**src/rtl/mul_sched.sv**
```systemverilog
`default_nettype none
// +----------------------------------------------------------------------------+
// | mul_sched: two-requester round-robin front end on an iterative radix-4     |
// | Booth signed 32x32->64 multiplier (sign-magnitude, one digit per cycle).   |
// | Revision: 1.0                                                              |
// +----------------------------------------------------------------------------+
module mul_sched (
  input  logic        clk,
  input  logic        rst_n,
  input  logic        req0_valid,
  output logic        req0_ready,
  input  logic [31:0] req0_a,
  input  logic [31:0] req0_b,
  input  logic        req1_valid,
  output logic        req1_ready,
  input  logic [31:0] req1_a,
  input  logic [31:0] req1_b,
  output logic        resp_valid,
  input  logic        resp_ready,
  output logic        resp_id,
  output logic [63:0] resp_c,
  output logic        busy
);

  localparam logic [1:0] C_ST_IDLE = 2'd0;
  localparam logic [1:0] C_ST_CALC = 2'd1;
  localparam logic [1:0] C_ST_SIGN = 2'd2;
  localparam logic [1:0] C_ST_DONE = 2'd3;

  localparam logic [4:0] C_K_LAST = 5'd16;

  logic [1:0]  state_q, state_d;
  logic        last_grant_q, last_grant_d;
  logic        rst_done_q, rst_done_d;
  logic        sign_q, sign_d;
  logic [31:0] ma_q, ma_d;
  logic [31:0] mb_q, mb_d;
  logic [65:0] acc_q, acc_d;
  logic [4:0]  k_q, k_d;
  logic        id_q, id_d;
  logic [63:0] resp_c_q, resp_c_d;

  logic        w_idle_open;
  logic        w_accept;
  logic        w_sel_id;
  logic [31:0] w_sel_a;
  logic [31:0] w_sel_b;
  logic [31:0] w_abs_a;
  logic [31:0] w_abs_b;

  logic [34:0] w_ma_ext;
  logic [5:0]  w_bidx;
  logic [2:0]  w_triple;
  logic        w_pp_neg;
  logic        w_pp_dbl;
  logic        w_pp_zero;
  logic [65:0] w_pp_mag;
  logic [65:0] w_pp_shift;
  logic [65:0] w_pp;
  logic [63:0] w_neg_prod;
  logic        w_unused_acc_hi;

  // The cycle right after reset never accepts, so a request raised together
  // with rst_n is only seen once reset has been observed released at an edge.
  assign w_idle_open = (state_q == C_ST_IDLE) && rst_n && rst_done_q;

  assign req0_ready = w_idle_open && req0_valid && (!req1_valid || last_grant_q);
  assign req1_ready = w_idle_open && req1_valid && (!req0_valid || !last_grant_q);

  assign w_accept = req0_ready || req1_ready;
  assign w_sel_id = req1_ready;
  assign w_sel_a  = w_sel_id ? req1_a : req0_a;
  assign w_sel_b  = w_sel_id ? req1_b : req0_b;

  // Negating 0x80000000 in 32 bits yields 0x80000000, which is 2^31 unsigned.
  assign w_abs_a = w_sel_a[31] ? (32'd0 - w_sel_a) : w_sel_a;
  assign w_abs_b = w_sel_b[31] ? (32'd0 - w_sel_b) : w_sel_b;

  assign w_ma_ext = {2'b00, ma_q, 1'b0};
  assign w_bidx   = {k_q, 1'b0};
  assign w_triple = w_ma_ext[w_bidx +: 3];

  always_comb begin
    w_pp_neg  = 1'b0;
    w_pp_dbl  = 1'b0;
    w_pp_zero = 1'b0;
    case (w_triple)
      3'b001, 3'b010: begin
        w_pp_neg = 1'b0;
      end
      3'b011: begin
        w_pp_dbl = 1'b1;
      end
      3'b100: begin
        w_pp_neg = 1'b1;
        w_pp_dbl = 1'b1;
      end
      3'b101, 3'b110: begin
        w_pp_neg = 1'b1;
      end
      default: begin
        w_pp_zero = 1'b1;
      end
    endcase
  end

  assign w_pp_mag   = w_pp_dbl ? {33'd0, mb_q, 1'b0} : {34'd0, mb_q};
  assign w_pp_shift = w_pp_mag << w_bidx;
  assign w_pp       = w_pp_zero ? 66'd0 :
                      (w_pp_neg ? (66'd0 - w_pp_shift) : w_pp_shift);

  // The final magnitude fits in 63 bits, so the top guard bits carry no result.
  assign w_neg_prod      = 64'd0 - acc_q[63:0];
  assign w_unused_acc_hi = ^acc_q[65:64];

  always_comb begin
    state_d      = state_q;
    last_grant_d = last_grant_q;
    rst_done_d   = 1'b1;
    sign_d       = sign_q;
    ma_d         = ma_q;
    mb_d         = mb_q;
    acc_d        = acc_q;
    k_d          = k_q;
    id_d         = id_q;
    resp_c_d     = resp_c_q;

    case (state_q)
      C_ST_IDLE: begin
        if (w_accept) begin
          sign_d       = w_sel_a[31] ^ w_sel_b[31];
          ma_d         = w_abs_a;
          mb_d         = w_abs_b;
          acc_d        = 66'd0;
          k_d          = 5'd0;
          id_d         = w_sel_id;
          last_grant_d = w_sel_id;
          state_d      = C_ST_CALC;
        end
      end
      C_ST_CALC: begin
        acc_d = acc_q + w_pp;
        if (k_q == C_K_LAST) begin
          state_d = C_ST_SIGN;
        end else begin
          k_d = k_q + 5'd1;
        end
      end
      C_ST_SIGN: begin
        resp_c_d = sign_q ? w_neg_prod : acc_q[63:0];
        state_d  = C_ST_DONE;
      end
      C_ST_DONE: begin
        if (resp_ready) begin
          state_d = C_ST_IDLE;
        end
      end
      default: begin
        state_d = C_ST_IDLE;
      end
    endcase
  end

  always_ff @(posedge clk) begin
    if (!rst_n) begin
      state_q      <= C_ST_IDLE;
      last_grant_q <= 1'b1;
      rst_done_q   <= 1'b0;
      sign_q       <= 1'b0;
      ma_q         <= 32'd0;
      mb_q         <= 32'd0;
      acc_q        <= 66'd0;
      k_q          <= 5'd0;
      id_q         <= 1'b0;
      resp_c_q     <= 64'd0;
    end else begin
      state_q      <= state_d;
      last_grant_q <= last_grant_d;
      rst_done_q   <= rst_done_d;
      sign_q       <= sign_d;
      ma_q         <= ma_d;
      mb_q         <= mb_d;
      acc_q        <= acc_d;
      k_q          <= k_d;
      id_q         <= id_d;
      resp_c_q     <= resp_c_d;
    end
  end

  assign resp_valid = (state_q == C_ST_DONE);
  assign resp_id    = id_q;
  assign resp_c     = resp_c_q;
  assign busy       = (state_q != C_ST_IDLE);

endmodule
`default_nettype wire

```
**config.mk**
```make
export PLATFORM = sky130hd
export DESIGN_NAME = mul_sched
export DESIGN_NICKNAME = d
export VERILOG_FILES = /design/src/rtl/mul_sched.sv
export SDC_FILE = /design/constraint.sdc
export NUM_CORES = 1
export LEC_CHECK = 0
export BUFFER_PORTS_ARGS = -buffer_cell sky130_fd_sc_hd__buf_2
export CAP_MARGIN = 10
export CORE_MARGIN = 1.5
export CORE_UTILIZATION = 25
export DETAILED_ROUTE_END_ITERATION = 12
export SYNTH_ARGS = -nofsm -noshare
export SYNTH_HDL_FRONTEND = slang
export SYNTH_SLANG_ARGS = --single-unit
export TNS_END_PERCENT = 30
```
**constraint.sdc**
```tcl
create_clock -name clk -period 22.3 [get_ports clk]
set_input_delay 1.115 -clock clk [delete_from_list [all_inputs] [get_ports clk]]
set_output_delay 1.115 -clock clk [all_outputs]
set_load 0.01 [all_outputs]
```
==> metrics.md, run 1 <==
| Metric | Value |
|---|---|
| Yosys top cell area share | `21.79%` |
| Largest net degree at the start of global routing | `97` |
| Final #Nets | `2,772` |
| Final Hold Viols | `0` |
| Hold_buf cts | `0` |
| Final design instance area without fill | `21,450 µm²` |
| Standard-cell row count | `99` |
| Via count | `18.52k` |
| Area of the mapped netlist | `18,650 µm²` |
| CTS Buffer Depth | `3` |
| Max Clk Rate | `94.80 MHz` |
| Tightest Hold Check Type | `register to register` |
| CP Launch Type | `register` |
| DP HPWL | `46.37 mm` |
| Routed len/inst | `17.27 µm` |
| Worst VDD drop | `0.00005175 V` |
| DR iter-0 viols | `1,769` |
| Post_cts resized | `0` |
| Global-route total usage across every layer | `15.33%` |
| Initial antenna violation count | `1` |
| # placed instances | `3,495` |
| DIE HEIGHT | `276.1 µm` |
| Pre-Repair DR Iteration Count | `6` |
| CP endpoint | `acc_q[63]` |
| H-tree level count | `1` |
| Min Tclk post-route | `10,550 ps` |
| Final worst setup slack | `11,750 ps` |
| Rel. slew slack | `33.48%` |
| Clock share of power | `31.2%` |
| Unrepaired setup endpoints after global routing | `false` |
| Fraction of registers with async set/reset | `0%` |
| Chip width | `276.1 µm` |
| Sw frac | `38.87%` |
| Die ar. | `76,250 µm²` |
| Main area contributors after synthesis | `dfxtp_1 22%, mux4_2 6.4%, a21oi_1 6.0%` |
| Vias in the first global route | `16.60k` |
| Dominant cell type by area after synthesis | `dfxtp_1` |
| Crit share post-route | `47.30%` |
| Arr. time, crit path | `10,970 ps` |
| Root Driver | `clkbuf_16` |
| Mean Syn Cell Area | `7.564 µm²` |
| Worst r2r src | `k_q[0]` |
| FF+latch count, synth | `203` |
| Initial core utilization | `25.39%` |
| Setup Fix Bufs, Post-CTS | `0` |
| Dominant synthesized flop cell | `dfxtp_1` |
| Synth warn | `0` |
| Area growth syn-to-layout | `15.01%` |
| Sequential power share | `29.7%` |
| Most common cell in the netlist | `nand2_1` |
| Sequential area share after synthesis | `21.79%` |
| Setup TNS Final | `0 ps` |
| Max cap viols | `0` |
| Worst R2R Path Depth | `30` |
| Data required time of the worst path | `22,720 ps` |
| Pwr/cell area | `68.50 nW/µm²` |
| Layout Cells excl Fill | `3,543` |
| Hold slack final | `454.4 ps` |
| IO Port Bufs | `201` |
| DRC viols | `0` |
| CTS tree | `done` |
| Metal-1 WL | `29.84 mm` |
| Routed met2 length | `26.18 mm` |
| Internal | `0.8983 mW` |
| Placed cell areas | `20,510 µm²` |
| Pwr Total | `1.469 mW` |
| Clk slew on worst S/H paths | `60 ps` |
| Worst slack, placed | `11,860 ps` |
| Worst Path Max Fanout | `42` |
| Highest metal layer with signal wires | `met4` |
| Cells after Synth | `2,466` |
| Setup crit start | `k_q[0]` |
| Clock Latency Late Sink | `560 ps` |
| # IOs | `202` |
| Status | `complete, no violations` |
| EDFF count, synth | `0` |
| Layout cell share with drive strength beyond 1 | `14.63%` |
| Antenna Violating Nets Remaining | `0` |
| GRT Residual Overflow | `0` |
| Final setup fails | `0` |
| Via density | `5.228` |
| Slowest stage cell, crit path | `a2111oi_1` |
| Final GP Congestion | `0.9520` |
| Slowest cell delay on critical path | `870 ps` |
| Sw Pwr | `0.5712 mW` |
| Number of buffers created by CTS | `26` |
| Clk sinks | `203` |
| Max-slew violation count | `0` |
| Worst Path Class, Setup | `register to register` |
| Synth unique cells | `89` |
| First-pass GRT wire length | `96.28 mm` |
| Metal3 WL | `3.892 mm` |
| Pleak | `8.436 nW` |
| Slew @ Worst Pin | `972.7 ps` |
| Critical Path Sink Type | `register` |
| R2R setup slack | `11,750 ps` |
| Comb power frac | `39.1%` |
| Most frequent cells after synthesis | `279 x nand2_1, 256 x nor2_1, 222 x a21oi_1` |
| Final wirelength | `61.18 mm` |
| Core area | `73,450 µm²` |
| Syn nets | `2,674` |
| Skew final | `12.70 ps` |
| Final core occ | `29.20%` |
| R2R Path End | `acc_q[63]` |
routing by layer:
layer	GRT usage, %	vias to the layer above
li1	-	9286
met1	22.75	8532
met2	23.04	630
met3	2.484	75
met4	3.202	0
met5	0	-
cell usage in the layout, fill, tap and decap left out, drive strengths merged, types with 11 or more instances in the layout:
cell type  synthesis  final
inv               43     46
clkbuf           122     35
dfxtp            203    203
nor3              52     52
a31oi             39     39
a22oi             25     25
nand2b            28     28
o21a              16     16
nor2             257    257
nand3            104    104
xnor2             94     94
or3               47     47
nand2            279    279
a21oi            222    222
and2              20     20
buf               37    229
o21ai            142    142
mux2i             83     83
mux4              53     53
ha                74     74
a211oi            82     82
nor2b             19     19
xor2             107    107
o211ai            11     11
or2               17     17
nand4             16     16
o31ai             28     28
a21o              57     57
and3              24     24
o41ai             13     13
state kept, by name, summed over array words and instances, names as in the netlist:
name and cells:
state_q 2, k_q 5, acc_q 64, rst_done_q 1
sign_q 1, ma_q 32, mb_q 32, resp_c 64
last_grant_q 1, resp_id 1
worst min-delay path by stage:
stage | from | end | slack [ps] | cells past startpoint
floorplan | ma_q[12] | ma_q[12] | 430 | 2
global placement | ma_q[4] | ma_q[4] | 440 | 2
detailed placement | ma_q[22] | ma_q[22] | 450 | 2
CTS | ma_q[22] | ma_q[22] | 460 | 2
global route | acc_q[63] | acc_q[63] | 470 | 1
finish | acc_q[63] | acc_q[63] | 450 | 1
area by class of cell:
cell class                      count  area, µm²
Antenna cell                        1      2.502
Clock buffer                       35      724.4
Clock inverter                     12      214.0
Fill cell                        8000      52000
Inverter                           44      172.7
Multi-Input combinational cell   2060      13860
Sequential cell                   203       4066
Tap cell                          959       1200
Timing Repair Buffer              229       1216
logic make-up after synthesis:
family	synth area share (%)
DFF	21.79
AOI/OAI and AO/OA	25.60
buffers and inverters	4.240
and+or+nand+nor	22.83
muxes	11.04
adders and majority gates	5.071
xor gates and xnor gates	9.439
critical path: cells and delay by family, from the launching register on:
kind	cells	cell delay [ps]
DFF	1	300
AOI/OAI and AO/OA	13	3660
muxes	3	1870
adders and majority gates	1	370
and+or+nand+nor	9	2970
buffers and inverters	2	920
xor gates and xnor gates	2	290
power groups by stage:
stage | Combinational (mW) | Clock [mW] | Sequential (mW)
after global placement | 0.574 | 0 | 0.443
after floorplan | 0.396 | 0 | 0.447
after global routing | 0.636 | 0.485 | 0.442
final | 0.575 | 0.459 | 0.436
after CTS | 0.575 | 0.472 | 0.436
after detailed placement | 0.575 | 0 | 0.443
(Power assumes the default switching activity.)
==> inputs of run 2 (changes only) <==
Clock period 22.3 ns to 10.5 ns, I/O delays scaled along.
==> run 2 against run 1 <==
  * Cell count rose by 0.20%
  * Critical path type unchanged
  * Non-clock buffer count rose by 9
  * Critical path depth rose by 1
  * Power rose by 110%
  * Clock skew rose by 16 ps
  * Design area barely moved
==> metrics.md, run 2 (synthesized netlist as in run 1, its figures left out) <==
| Metric | Value |
|---|---|
| IO Port Bufs | `201` |
| Layout cell share with drive strength beyond 1 | `14.97%` |
| Skew final | `28.85 ps` |
| Core area | `73,450 µm²` |
| Setup TNS Final | `0 ps` |
| Commonest non-fill, non-tap cells in the layout | `278 x nand2_1, 254 x nor2_1, 222 x a21oi_1, 201 x dfxtp_1, 201 x buf_2` |
| Critical Path Sink Type | `register` |
| Tightest Hold Check Type | `input port to register` |
| Worst VDD drop | `0.0001043 V` |
| Setup Fix Bufs, Post-CTS | `0` |
| Final GP Congestion | `0.9361` |
| Worst Path Class, Setup | `register to register` |
| Rel. slew slack | `35.33%` |
| Max Clk Rate | `103.8 MHz` |
| Root Driver | `clkbuf_16` |
| Standard-cell row count | `99` |
| Clk slew on worst S/H paths | `70 ps` |
| Unrepaired setup endpoints after global routing | `false` |
| Slowest stage cell, crit path | `dfxtp_1` |
| Filler cells | `7,909` |
| Antenna Violating Nets Remaining | `0` |
| DP HPWL | `46.62 mm` |
| Crit share post-route | `91.75%` |
| Final #Nets | `2,780` |
| Initial core utilization | `25.39%` |
| # IOs | `202` |
| Slowest cell delay on critical path | `760 ps` |
| CTS tree | `done` |
| Final worst setup slack | `866.7 ps` |
| Chip width | `276.1 µm` |
| Routed len/inst | `17.27 µm` |
| First-pass GRT wire length | `96.71 mm` |
| Hold_buf cts | `0` |
| Slew @ Worst Pin | `970.1 ps` |
| Post_cts resized | `0` |
| Leading cell type in the layout, fill and taps excluded | `nand2_1` |
| Max-slew violation count | `0` |
| Die ar. | `76,250 µm²` |
| Largest net degree at the start of global routing | `96` |
| DR iter-0 viols | `1,994` |
| Pre-Repair DR Iteration Count | `6` |
| Pwr/cell area | `143.1 nW/µm²` |
| Status | `complete, no violations` |
| Min Tclk post-route | `9633 ps` |
| Global-route total usage across every layer | `15.35%` |
| Arr. time, crit path | `10,050 ps` |
| Antenna Cells | `0` |
| Final Hold Viols | `0` |
| CTS Buffer Depth | `3` |
| Max cap viols | `0` |
| DRC viols | `0` |
| Clock Latency Late Sink | `570 ps` |
| Via density | `5.255` |
| Final setup fails | `0` |
| Initial antenna violation count | `0` |
| Clk sinks | `203` |
| Worst Path Max Fanout | `18` |
| Pleak | `8.454 nW` |
| Via count | `18.66k` |
| Data required time of the worst path | `10,920 ps` |
| H-tree level count | `1` |
| Vias in the first global route | `16.73k` |
| Area growth syn-to-layout | `14.95%` |
| CP Launch Type | `register` |
| Critical Path Most Common Cell | `a21o_1` |
| GRT Residual Overflow | `0` |
| Worst slack, placed | `961.6 ps` |
| Number of buffers created by CTS | `25` |
| DIE HEIGHT | `276.1 µm` |
| Final wirelength | `61.31 mm` |
## run 2: per-stage QoR
stage          util, %  cell area, µm²  instances  hold slack [ps]  power [mW]
3_3_place_gp     28.02           20580       3504            441.2       2.167
5_1_grt          29.19           21440       3550            356.9       3.265
2_1_floorplan        -           18650       2466            428.7       1.792
4_1_cts          29.19           21440       3550            327.5       3.095
3_5_place_dp     28.02           20580       3504            446.5       2.174
6_report         29.19           21440       3550            347.0       3.067
## run 2: cell type report
cell class / instances / area [µm²] / area share, %
clock inverters: 15 / 182.7 / 0.8521
flip-flops and latches: 203 / 4066 / 18.97
inverters: 44 / 172.7 / 0.8054
multi-input cells: 2060 / 13860 / 64.63
clock buffers: 31 / 678.2 / 3.163
repair buffers: 238 / 1284 / 5.988
well taps: 959 / 1200 / 5.597
## run 2: final timing paths
kind | start | endpoint | slack (ps) | cells after the start
max | k_q[1] | acc_q[63] | 870 | 31
min | req1_b[30] | mb_q[31] | 350 | 4
max reg2reg | k_q[1] | acc_q[63] | 870 | 31
min reg2reg | ma_q[26] | ma_q[26] | 450 | 2
## run 2: critical path: cells and delay by family, from the launching register on
| kind | cells | cell delay (ps) |
|---|---|---|
| mux | 3 | 1700 |
| flops | 1 | 760 |
| simple gates | 7 | 2170 |
| xor+xnor | 2 | 290 |
| fa+ha+maj | 1 | 390 |
| compound gates | 18 | 4160 |
## run 2: layer usage
layer  track usage [%]  part of all wire, %  up-vias
li1                  -                    -     9283
met1             22.62                   49     8641
met2             23.43                   43      656
met3             2.206                  6.3       76
met4             3.372                  2.2        0
met5                 0                    0        -
## run 2: power by group
part           total (mW)  leakage [nW]  internal (mW)  switching, mW
registers           0.933          1.64          0.861         0.0724
clock network       0.910         0.432          0.539          0.371
logic                1.22          6.38          0.444          0.780
total                3.07          8.45           1.84           1.22
